$ cat src/rtl/aes_pkg.sv
// Shared AES constants: FIPS-197 S-box tables, round constants, byte type.
// Optional: define AES_SBOX_INV_EN to include the inverse S-box table.
package aes_pkg;

  // Big-endian byte: bit 0 is the MSB.
  typedef logic [0:7] byte_t;

  localparam int unsigned NumRcon = 10;

  localparam byte_t RCON [NumRcon] = '{
    8'h01, 8'h02, 8'h04, 8'h08, 8'h10, 8'h20, 8'h40, 8'h80, 8'h1b, 8'h36
  };

  localparam byte_t SBOX [256] = '{
    8'h63, 8'h7c, 8'h77, 8'h7b, 8'hf2, 8'h6b, 8'h6f, 8'hc5,
    8'h30, 8'h01, 8'h67, 8'h2b, 8'hfe, 8'hd7, 8'hab, 8'h76,
    8'hca, 8'h82, 8'hc9, 8'h7d, 8'hfa, 8'h59, 8'h47, 8'hf0,
    8'had, 8'hd4, 8'ha2, 8'haf, 8'h9c, 8'ha4, 8'h72, 8'hc0,
    8'hb7, 8'hfd, 8'h93, 8'h26, 8'h36, 8'h3f, 8'hf7, 8'hcc,
    8'h34, 8'ha5, 8'he5, 8'hf1, 8'h71, 8'hd8, 8'h31, 8'h15,
    8'h04, 8'hc7, 8'h23, 8'hc3, 8'h18, 8'h96, 8'h05, 8'h9a,
    8'h07, 8'h12, 8'h80, 8'he2, 8'heb, 8'h27, 8'hb2, 8'h75,
    8'h09, 8'h83, 8'h2c, 8'h1a, 8'h1b, 8'h6e, 8'h5a, 8'ha0,
    8'h52, 8'h3b, 8'hd6, 8'hb3, 8'h29, 8'he3, 8'h2f, 8'h84,
    8'h53, 8'hd1, 8'h00, 8'hed, 8'h20, 8'hfc, 8'hb1, 8'h5b,
    8'h6a, 8'hcb, 8'hbe, 8'h39, 8'h4a, 8'h4c, 8'h58, 8'hcf,
    8'hd0, 8'hef, 8'haa, 8'hfb, 8'h43, 8'h4d, 8'h33, 8'h85,
    8'h45, 8'hf9, 8'h02, 8'h7f, 8'h50, 8'h3c, 8'h9f, 8'ha8,
    8'h51, 8'ha3, 8'h40, 8'h8f, 8'h92, 8'h9d, 8'h38, 8'hf5,
    8'hbc, 8'hb6, 8'hda, 8'h21, 8'h10, 8'hff, 8'hf3, 8'hd2,
    8'hcd, 8'h0c, 8'h13, 8'hec, 8'h5f, 8'h97, 8'h44, 8'h17,
    8'hc4, 8'ha7, 8'h7e, 8'h3d, 8'h64, 8'h5d, 8'h19, 8'h73,
    8'h60, 8'h81, 8'h4f, 8'hdc, 8'h22, 8'h2a, 8'h90, 8'h88,
    8'h46, 8'hee, 8'hb8, 8'h14, 8'hde, 8'h5e, 8'h0b, 8'hdb,
    8'he0, 8'h32, 8'h3a, 8'h0a, 8'h49, 8'h06, 8'h24, 8'h5c,
    8'hc2, 8'hd3, 8'hac, 8'h62, 8'h91, 8'h95, 8'he4, 8'h79,
    8'he7, 8'hc8, 8'h37, 8'h6d, 8'h8d, 8'hd5, 8'h4e, 8'ha9,
    8'h6c, 8'h56, 8'hf4, 8'hea, 8'h65, 8'h7a, 8'hae, 8'h08,
    8'hba, 8'h78, 8'h25, 8'h2e, 8'h1c, 8'ha6, 8'hb4, 8'hc6,
    8'he8, 8'hdd, 8'h74, 8'h1f, 8'h4b, 8'hbd, 8'h8b, 8'h8a,
    8'h70, 8'h3e, 8'hb5, 8'h66, 8'h48, 8'h03, 8'hf6, 8'h0e,
    8'h61, 8'h35, 8'h57, 8'hb9, 8'h86, 8'hc1, 8'h1d, 8'h9e,
    8'he1, 8'hf8, 8'h98, 8'h11, 8'h69, 8'hd9, 8'h8e, 8'h94,
    8'h9b, 8'h1e, 8'h87, 8'he9, 8'hce, 8'h55, 8'h28, 8'hdf,
    8'h8c, 8'ha1, 8'h89, 8'h0d, 8'hbf, 8'he6, 8'h42, 8'h68,
    8'h41, 8'h99, 8'h2d, 8'h0f, 8'hb0, 8'h54, 8'hbb, 8'h16
  };

`ifdef AES_SBOX_INV_EN
  localparam byte_t INV_SBOX [256] = '{
    8'h52, 8'h09, 8'h6a, 8'hd5, 8'h30, 8'h36, 8'ha5, 8'h38,
    8'hbf, 8'h40, 8'ha3, 8'h9e, 8'h81, 8'hf3, 8'hd7, 8'hfb,
    8'h7c, 8'he3, 8'h39, 8'h82, 8'h9b, 8'h2f, 8'hff, 8'h87,
    8'h34, 8'h8e, 8'h43, 8'h44, 8'hc4, 8'hde, 8'he9, 8'hcb,
    8'h54, 8'h7b, 8'h94, 8'h32, 8'ha6, 8'hc2, 8'h23, 8'h3d,
    8'hee, 8'h4c, 8'h95, 8'h0b, 8'h42, 8'hfa, 8'hc3, 8'h4e,
    8'h08, 8'h2e, 8'ha1, 8'h66, 8'h28, 8'hd9, 8'h24, 8'hb2,
    8'h76, 8'h5b, 8'ha2, 8'h49, 8'h6d, 8'h8b, 8'hd1, 8'h25,
    8'h72, 8'hf8, 8'hf6, 8'h64, 8'h86, 8'h68, 8'h98, 8'h16,
    8'hd4, 8'ha4, 8'h5c, 8'hcc, 8'h5d, 8'h65, 8'hb6, 8'h92,
    8'h6c, 8'h70, 8'h48, 8'h50, 8'hfd, 8'hed, 8'hb9, 8'hda,
    8'h5e, 8'h15, 8'h46, 8'h57, 8'ha7, 8'h8d, 8'h9d, 8'h84,
    8'h90, 8'hd8, 8'hab, 8'h00, 8'h8c, 8'hbc, 8'hd3, 8'h0a,
    8'hf7, 8'he4, 8'h58, 8'h05, 8'hb8, 8'hb3, 8'h45, 8'h06,
    8'hd0, 8'h2c, 8'h1e, 8'h8f, 8'hca, 8'h3f, 8'h0f, 8'h02,
    8'hc1, 8'haf, 8'hbd, 8'h03, 8'h01, 8'h13, 8'h8a, 8'h6b,
    8'h3a, 8'h91, 8'h11, 8'h41, 8'h4f, 8'h67, 8'hdc, 8'hea,
    8'h97, 8'hf2, 8'hcf, 8'hce, 8'hf0, 8'hb4, 8'he6, 8'h73,
    8'h96, 8'hac, 8'h74, 8'h22, 8'he7, 8'had, 8'h35, 8'h85,
    8'he2, 8'hf9, 8'h37, 8'he8, 8'h1c, 8'h75, 8'hdf, 8'h6e,
    8'h47, 8'hf1, 8'h1a, 8'h71, 8'h1d, 8'h29, 8'hc5, 8'h89,
    8'h6f, 8'hb7, 8'h62, 8'h0e, 8'haa, 8'h18, 8'hbe, 8'h1b,
    8'hfc, 8'h56, 8'h3e, 8'h4b, 8'hc6, 8'hd2, 8'h79, 8'h20,
    8'h9a, 8'hdb, 8'hc0, 8'hfe, 8'h78, 8'hcd, 8'h5a, 8'hf4,
    8'h1f, 8'hdd, 8'ha8, 8'h33, 8'h88, 8'h07, 8'hc7, 8'h31,
    8'hb1, 8'h12, 8'h10, 8'h59, 8'h27, 8'h80, 8'hec, 8'h5f,
    8'h60, 8'h51, 8'h7f, 8'ha9, 8'h19, 8'hb5, 8'h4a, 8'h0d,
    8'h2d, 8'he5, 8'h7a, 8'h9f, 8'h93, 8'hc9, 8'h9c, 8'hef,
    8'ha0, 8'he0, 8'h3b, 8'h4d, 8'hae, 8'h2a, 8'hf5, 8'hb0,
    8'hc8, 8'heb, 8'hbb, 8'h3c, 8'h83, 8'h53, 8'h99, 8'h61,
    8'h17, 8'h2b, 8'h04, 8'h7e, 8'hba, 8'h77, 8'hd6, 8'h26,
    8'he1, 8'h69, 8'h14, 8'h63, 8'h55, 8'h21, 8'h0c, 8'h7d
  };
`endif

endpackage

$ cat src/rtl/aes_sbox_if.sv
// Byte substitution bus. Optional: AES_SBOX_INV_EN adds the inv select.
interface aes_sbox_if;
  import aes_pkg::*;

  byte_t in_byte;
  byte_t out_byte;
  byte_t out_byte_q;
`ifdef AES_SBOX_INV_EN
  logic  inv;
`endif

`ifdef AES_SBOX_INV_EN
  modport master (output in_byte, output inv, input out_byte, input out_byte_q);
  modport slave  (input in_byte, input inv, output out_byte, output out_byte_q);
`else
  modport master (output in_byte, input out_byte, input out_byte_q);
  modport slave  (input in_byte, output out_byte, output out_byte_q);
`endif

endinterface

$ cat src/rtl/aes_sbox_lut.sv
// Pure combinational S-box lookup, mapped to LUT logic via a constant table.
// Optional: AES_SBOX_INV_EN adds inv_i to select the inverse table.
module aes_sbox_lut
  import aes_pkg::*;
(
  input  byte_t in_i,
`ifdef AES_SBOX_INV_EN
  input  logic  inv_i,
`endif
  output byte_t out_o
);

  // Table lookup indexed by the unsigned byte value (bit 0 is the MSB).
  always_comb begin
`ifdef AES_SBOX_INV_EN
    out_o = inv_i ? INV_SBOX[in_i] : SBOX[in_i];
`else
    out_o = SBOX[in_i];
`endif
  end

endmodule

$ cat src/rtl/aes_sbox.sv
// AES SubBytes unit: combinational S(in_byte) plus a registered copy.
// Optional: AES_SBOX_INV_EN adds bus.inv to select the inverse S-box.
module aes_sbox
  import aes_pkg::*;
(
  input  logic       clk,
  input  logic       reset,
  aes_sbox_if.slave  bus
);

  byte_t sub_d;
  byte_t sub_q;

  aes_sbox_lut u_lut (
    .in_i  (bus.in_byte),
`ifdef AES_SBOX_INV_EN
    .inv_i (bus.inv),
`endif
    .out_o (sub_d)
  );

  // Output register; reset clears it to 00 (not S(00)).
  always_ff @(posedge clk) begin
    if (reset) begin
      sub_q <= 8'h00;
    end else begin
      sub_q <= sub_d;
    end
  end

  assign bus.out_byte   = sub_d;
  assign bus.out_byte_q = sub_q;

endmodule

$ cat src/flat_wrapper.sv
// flat-port wrapper written by rule: the top's interface ports become plain ports
module aes_sbox_flat import aes_pkg::*;
  (clk, reset, bus_in_byte, bus_out_byte, bus_out_byte_q);
  aes_sbox_if bus_i ();
  input  logic clk;
  input  logic reset;
  input wire logic [$bits(bus_i.in_byte)-1:0] bus_in_byte;
  output wire logic [$bits(bus_i.out_byte)-1:0] bus_out_byte;
  output wire logic [$bits(bus_i.out_byte_q)-1:0] bus_out_byte_q;
  assign bus_i.in_byte = bus_in_byte;
  assign bus_out_byte = bus_i.out_byte;
  assign bus_out_byte_q = bus_i.out_byte_q;
  aes_sbox u_core (.clk(clk), .reset(reset), .bus(bus_i));
endmodule
$ cat config.mk
export PLATFORM = sky130hd
export DESIGN_NAME = aes_sbox_flat
export DESIGN_NICKNAME = d
export VERILOG_FILES = /design/src/rtl/aes_pkg.sv /design/src/rtl/aes_sbox_if.sv /design/src/rtl/aes_sbox_lut.sv /design/src/rtl/aes_sbox.sv /design/src/flat_wrapper.sv
export SDC_FILE = /design/constraint.sdc
export NUM_CORES = 1
export LEC_CHECK = 0
export CORE_UTILIZATION = 49
export DETAILED_ROUTE_END_ITERATION = 8
export PLACE_DENSITY = 0.69
export RECOVER_POWER = 100
export SLEW_MARGIN = 20
export SYNTH_ARGS = -nofsm -noshare
export SYNTH_HDL_FRONTEND = slang
export SYNTH_SLANG_ARGS = --single-unit
$ cat constraint.sdc
create_clock -name clk -period 7.2 [get_ports clk]
set_input_delay 0.72 -clock clk [delete_from_list [all_inputs] [get_ports clk]]
set_output_delay 0.72 -clock clk [all_outputs]
set_load 0.02 [all_outputs]
### Word-level counts from Yosys, hierarchy flattened

Memories as Yosys holds them, arrays and structs flattened.
Cells that the tools add are included.

| word-level totals | value |
|---|---|
| register bits after elaboration | 8 |
| bits in read-only memories | 2,048 |
| bits of input ports | 10 |
| memories kept | 1 |

| cells by class | value |
|---|---|
| magnitude comparators | 1 |
| multiplexer cells | 2 |
| bitwise operators | 1 |

Memories:

| memory | words | bits a word | read ports | clocked after memory_dff | wr ports | line | RTL |
|---|---|---|---|---|---|---|---|
| (name not given) | 256 | 8 | 1 | 0 | 0 | aes_sbox_lut.sv:18 | `out_o = SBOX[in_i];` |

Operators with widths:

| kind | count |
|---|---|
| $mux W8 | 2 |
| $ge A9 B9 Y1 const B | 1 |
| $not A8 Y9 | 1 |

### Depth between registers and ports, before layout

| logic depth | value |
|---|---|
| depth in word-level cells | 4 |
| gate-level depth with buffers | 12 |

### Cells and area by module

Synthesis repeated with hierarchy kept, for this count alone.

| unflattened totals | value |
|---|---|
| cells, all modules | 523 |
| area, all modules | 3,389.5 um2 |

Modules (own cells, without submodules):

| module | times used | cells each | area an instance (um2) | seq. area each (um2) |
|---|---|---|---|---|
| aes_sbox_lut | 1 | 507 | 3,179.3 | 0.0 |
| aes_sbox | 1 | 16 | 210.2 | 160.2 |

### Worst setup path after synthesis

OpenSTA, ideal clock, no wires.

| path | value |
|---|---|
| path type | input to output |
| start point | in bus_in_byte[1] |
| end point | out bus_out_byte[0] |
| arrival | 3,165 ps |
| slack | 3,315 ps |
| stages | 10 |
| cell sequence | buf_4 -> buf_2 -> inv_1 -> ha_1 -> buf_2 -> nor2b_1 -> mux2i_1 -> mux4_2 -> o211a_1 -> nor3_1 |

| on the way | value |
|---|---|
| cells in the longest elaborated chain, start to end | 4 |

RTL lines:

| item | line | RTL |
|---|---|---|
| start, declared | flat_wrapper.sv:7 | `input wire logic [$bits(bus_i.in_byte)-1:0] bus_in_byte;` |
| $not A8 Y9 (not written as such) | aes_sbox_lut.sv:18 |  |
| $mem_v2 Z256 W8 | - |  |
| $mux W8 (not written as such) (2 in a row) | aes_sbox_lut.sv:18 |  |
| end, declared | flat_wrapper.sv:8 | `output wire logic [$bits(bus_i.out_byte)-1:0] bus_out_byte;` |

Every way passes these cells. The select of a mux whose other input is x is not followed.

### Worst setup path in the final report

| path | value |
|---|---|
| start point | in bus_in_byte[0] |
| end point | out bus_out_byte[3] |

The elaborated chain is that of the path after synthesis.

==> metrics.txt <==
hpwl dp about 11000 um; # setup viols final 0; CTS tree yes; crit-path leading delay family buffers and inverters; full die area just over 8000 um2; initial antenna violation count 0; worst-path cell chain dlygate4sd3_1, buf_4, inv_1, ha_1, or2_0, nand3_1, a31oi_1, o221ai_1, a211oi_1, nor2_1, dlygate4sd3_1; Nets roughly 560; max reg flops 8; io pins 26; Post-Route Setup TNS 0 ps; GRT Total Usage 39.6%; Root Driver clkbuf_8; CP Launch Type input pin; Fillers 811; clk sinks 8; height of the die between 90 and 100 um; maxcap violations 0; crit path capture type primary output; synth unique cells 83; Routed WL about 17000 um; number of global-route vias before repair ~4300; Die W 91.1 um; post-CTS sizing 0; status finished clean; row cnt 32; RSZ-0062 raised after global routing no; # placed instances 627; Yosys reg bits 8; Critical-path top delay cell ha_1; share of cells above drive strength 1 9.85%; Diodes inserted 0; most frequently used flop master after synthesis dfxtp_1; gr ovfl total 0; Tmin final 6180 ps; Initial Utilization approximately half; layout overhead on the synthesized area 1.99%; CP dominant cell by count dlygate4sd3_1; Tightest Pin Transition 980 ps; Worst EP arrival ~5500 ps; hold_buf cts 0; Non-Filler Instances 630; CP Class input pin to primary output; Mapped Nets a little under 600; gpl congestion 1.03; cell leakage power roughly 1.4 nW; Reg clk slew, reported paths around 40 ps; achievable frequency roughly 0.16 GHz; largest net degree at the start of global routing 79; most frequent cells in the layout 48 x a21oi_1, 48 x nand2_1, 35 x nor2_1; total CTS buffers 3; first-pass GRT wire length 25400 um; fin. max-slew vios 0; Async SR Flop Fraction 0%; residual DRC count 0; Buf/Inv on CP 4; Synth Instances approximately 570; EDFF count, synth 0; crit-path max FO 35; Cell Area, Synth ~3900 um2; slew margin rel. about 34%; post-CTS setup buffer count 0; detailed-route via count ~4900; CORE AREA about 7700 um2; fin crit share a little under nine tenths; Seq/Total Area, Yosys slightly above 4%; drt pass-1 iters 6; peak supply drop 70.7 uV; initial DRC count 925; Max stage delay on crit path 930 ps; H-tree depth reported by CTS 1; Tightest Hold Check Type input pin to flip-flop; count of input and output buffers 25; wire per inst between 20 and 30 um; power density over cell area approximately 100 nW/um2; YS warnings 0; Clock Path Buffers 2; final hold vios 0; vias per inst between 7 and 8; Final ANT Viol Nets 0; synthesized area per cell approximately 7 um2; CP Data Required Time 6480 ps
-- synth_stat cells, types with 4 or more instances --
cell type,count,area share [%]
a21oi_1,48,6.2
nand2_1,48,4.6
nor2_1,35,3.4
buf_2,34,4.4
o21ai_0,29,3.7
clkbuf_1,24,2.3
nand3_1,24,3.1
nand2b_1,20,3.2
nor3_1,18,2.3
a311oi_1,16,3.6
ha_1,15,4.8
nor2b_1,15,2.4
mux4_2,12,6.9
o211ai_1,12,2.3
a211oi_1,11,2.1
a31oi_1,9,1.4
a211o_1,8,1.8
a21o_1,8,1.5
and3_1,8,1.3
dfxtp_1,8,4.1
o221ai_1,7,1.6
o31ai_1,7,1.3
buf_1,6,0.58
o21a_1,6,1.2
o21ai_1,6,0.77
a311o_1,5,1.3
and2_1,5,0.80
buf_6,5,1.4
inv_1,5,0.48
mux2_2,5,1.4
mux2i_1,5,1.3
a22o_1,4,0.90
buf_4,4,0.77
nor3b_1,4,0.77
-- metrics by stage --
step                      hold slack (ps)  instance area, um2  power (W)  utilization [%]  setup WS (ps)
after detailed placement             1480                3930   0.000352             51.1           1730
after CTS                            1240                3970   0.000408             51.7           1720
after floorplan                       784                3890   0.000268                -           3310
final                                1270                3970   0.000414             51.7           1020
after global placement               1480                3930   0.000353             51.1           1820
after global routing                 1300                3970   0.000434             51.7            805
-- kinds of logic (layout without fill, tap and decap cells) --
group / Yosys count / count (layout) / synth area share, %
buffers and inverters: 84 / 47 / 11.3
and+or+nand+nor: 212 / 212 / 29.0
muxes: 22 / 22 / 9.67
AOI/OAI and AO/OA: 220 / 220 / 40.2
adders and majority gates: 15 / 15 / 4.82
DFF: 8 / 8 / 4.11
xor gates and xnor gates: 4 / 4 / 0.900
-- metal layers --
layer / track usage (%) / vias up / part of all wire [%]
met2: 58.8 / 449 / 42
met1: 51.6 / 2260 / 37
li1: - / 2081 / -
met3: 11.1 / 91 / 15
met4: 20.9 / 0 / 6.3
met5: 0 / - / 0
-- tightest hold or removal path, delay by kind of cell --
| family | cells | cell delay (ps) |
|---|---|---|
| compound gates | 1 | 130 |
| buf+inv | 2 | 410 |
| simple gates | 1 | 180 |
-- path summary, 6_finish.rpt --
| kind | depth (start not counted) | start | slack [ps] | end |
|---|---|---|---|---|
| worst min-delay path | 4 | bus_in_byte[5] | 1270 | u_core.bus.out_byte_q[4] |
| worst max-delay path | 11 | bus_in_byte[0] | 1020 | bus_out_byte[3] |
-- cell type report --
| class | count | area (um2) | share of cell area (%) |
|---|---|---|---|
| sequential | 8 | 160 | 4.03 |
| tap | 102 | 128 | 3.21 |
| inverter | 8 | 30.0 | 0.756 |
| timing repair buffer | 36 | 318 | 8.00 |
| clock buffer | 3 | 41.3 | 1.04 |
| multi-input combinational | 473 | 3290 | 83.0 |
-- where the power goes --
group	switching (W)	internal, W	leakage, nW	total [W]
combinational	0.000199	0.000112	1.34	0.000311
sequential	0.000000843	0.0000491	0.0667	0.0000499
clock	0.0000168	0.0000361	0.0216	0.0000529
total	0.000216	0.000198	1.43	0.000414
Note: power is estimated with default switching activity, not from simulation.
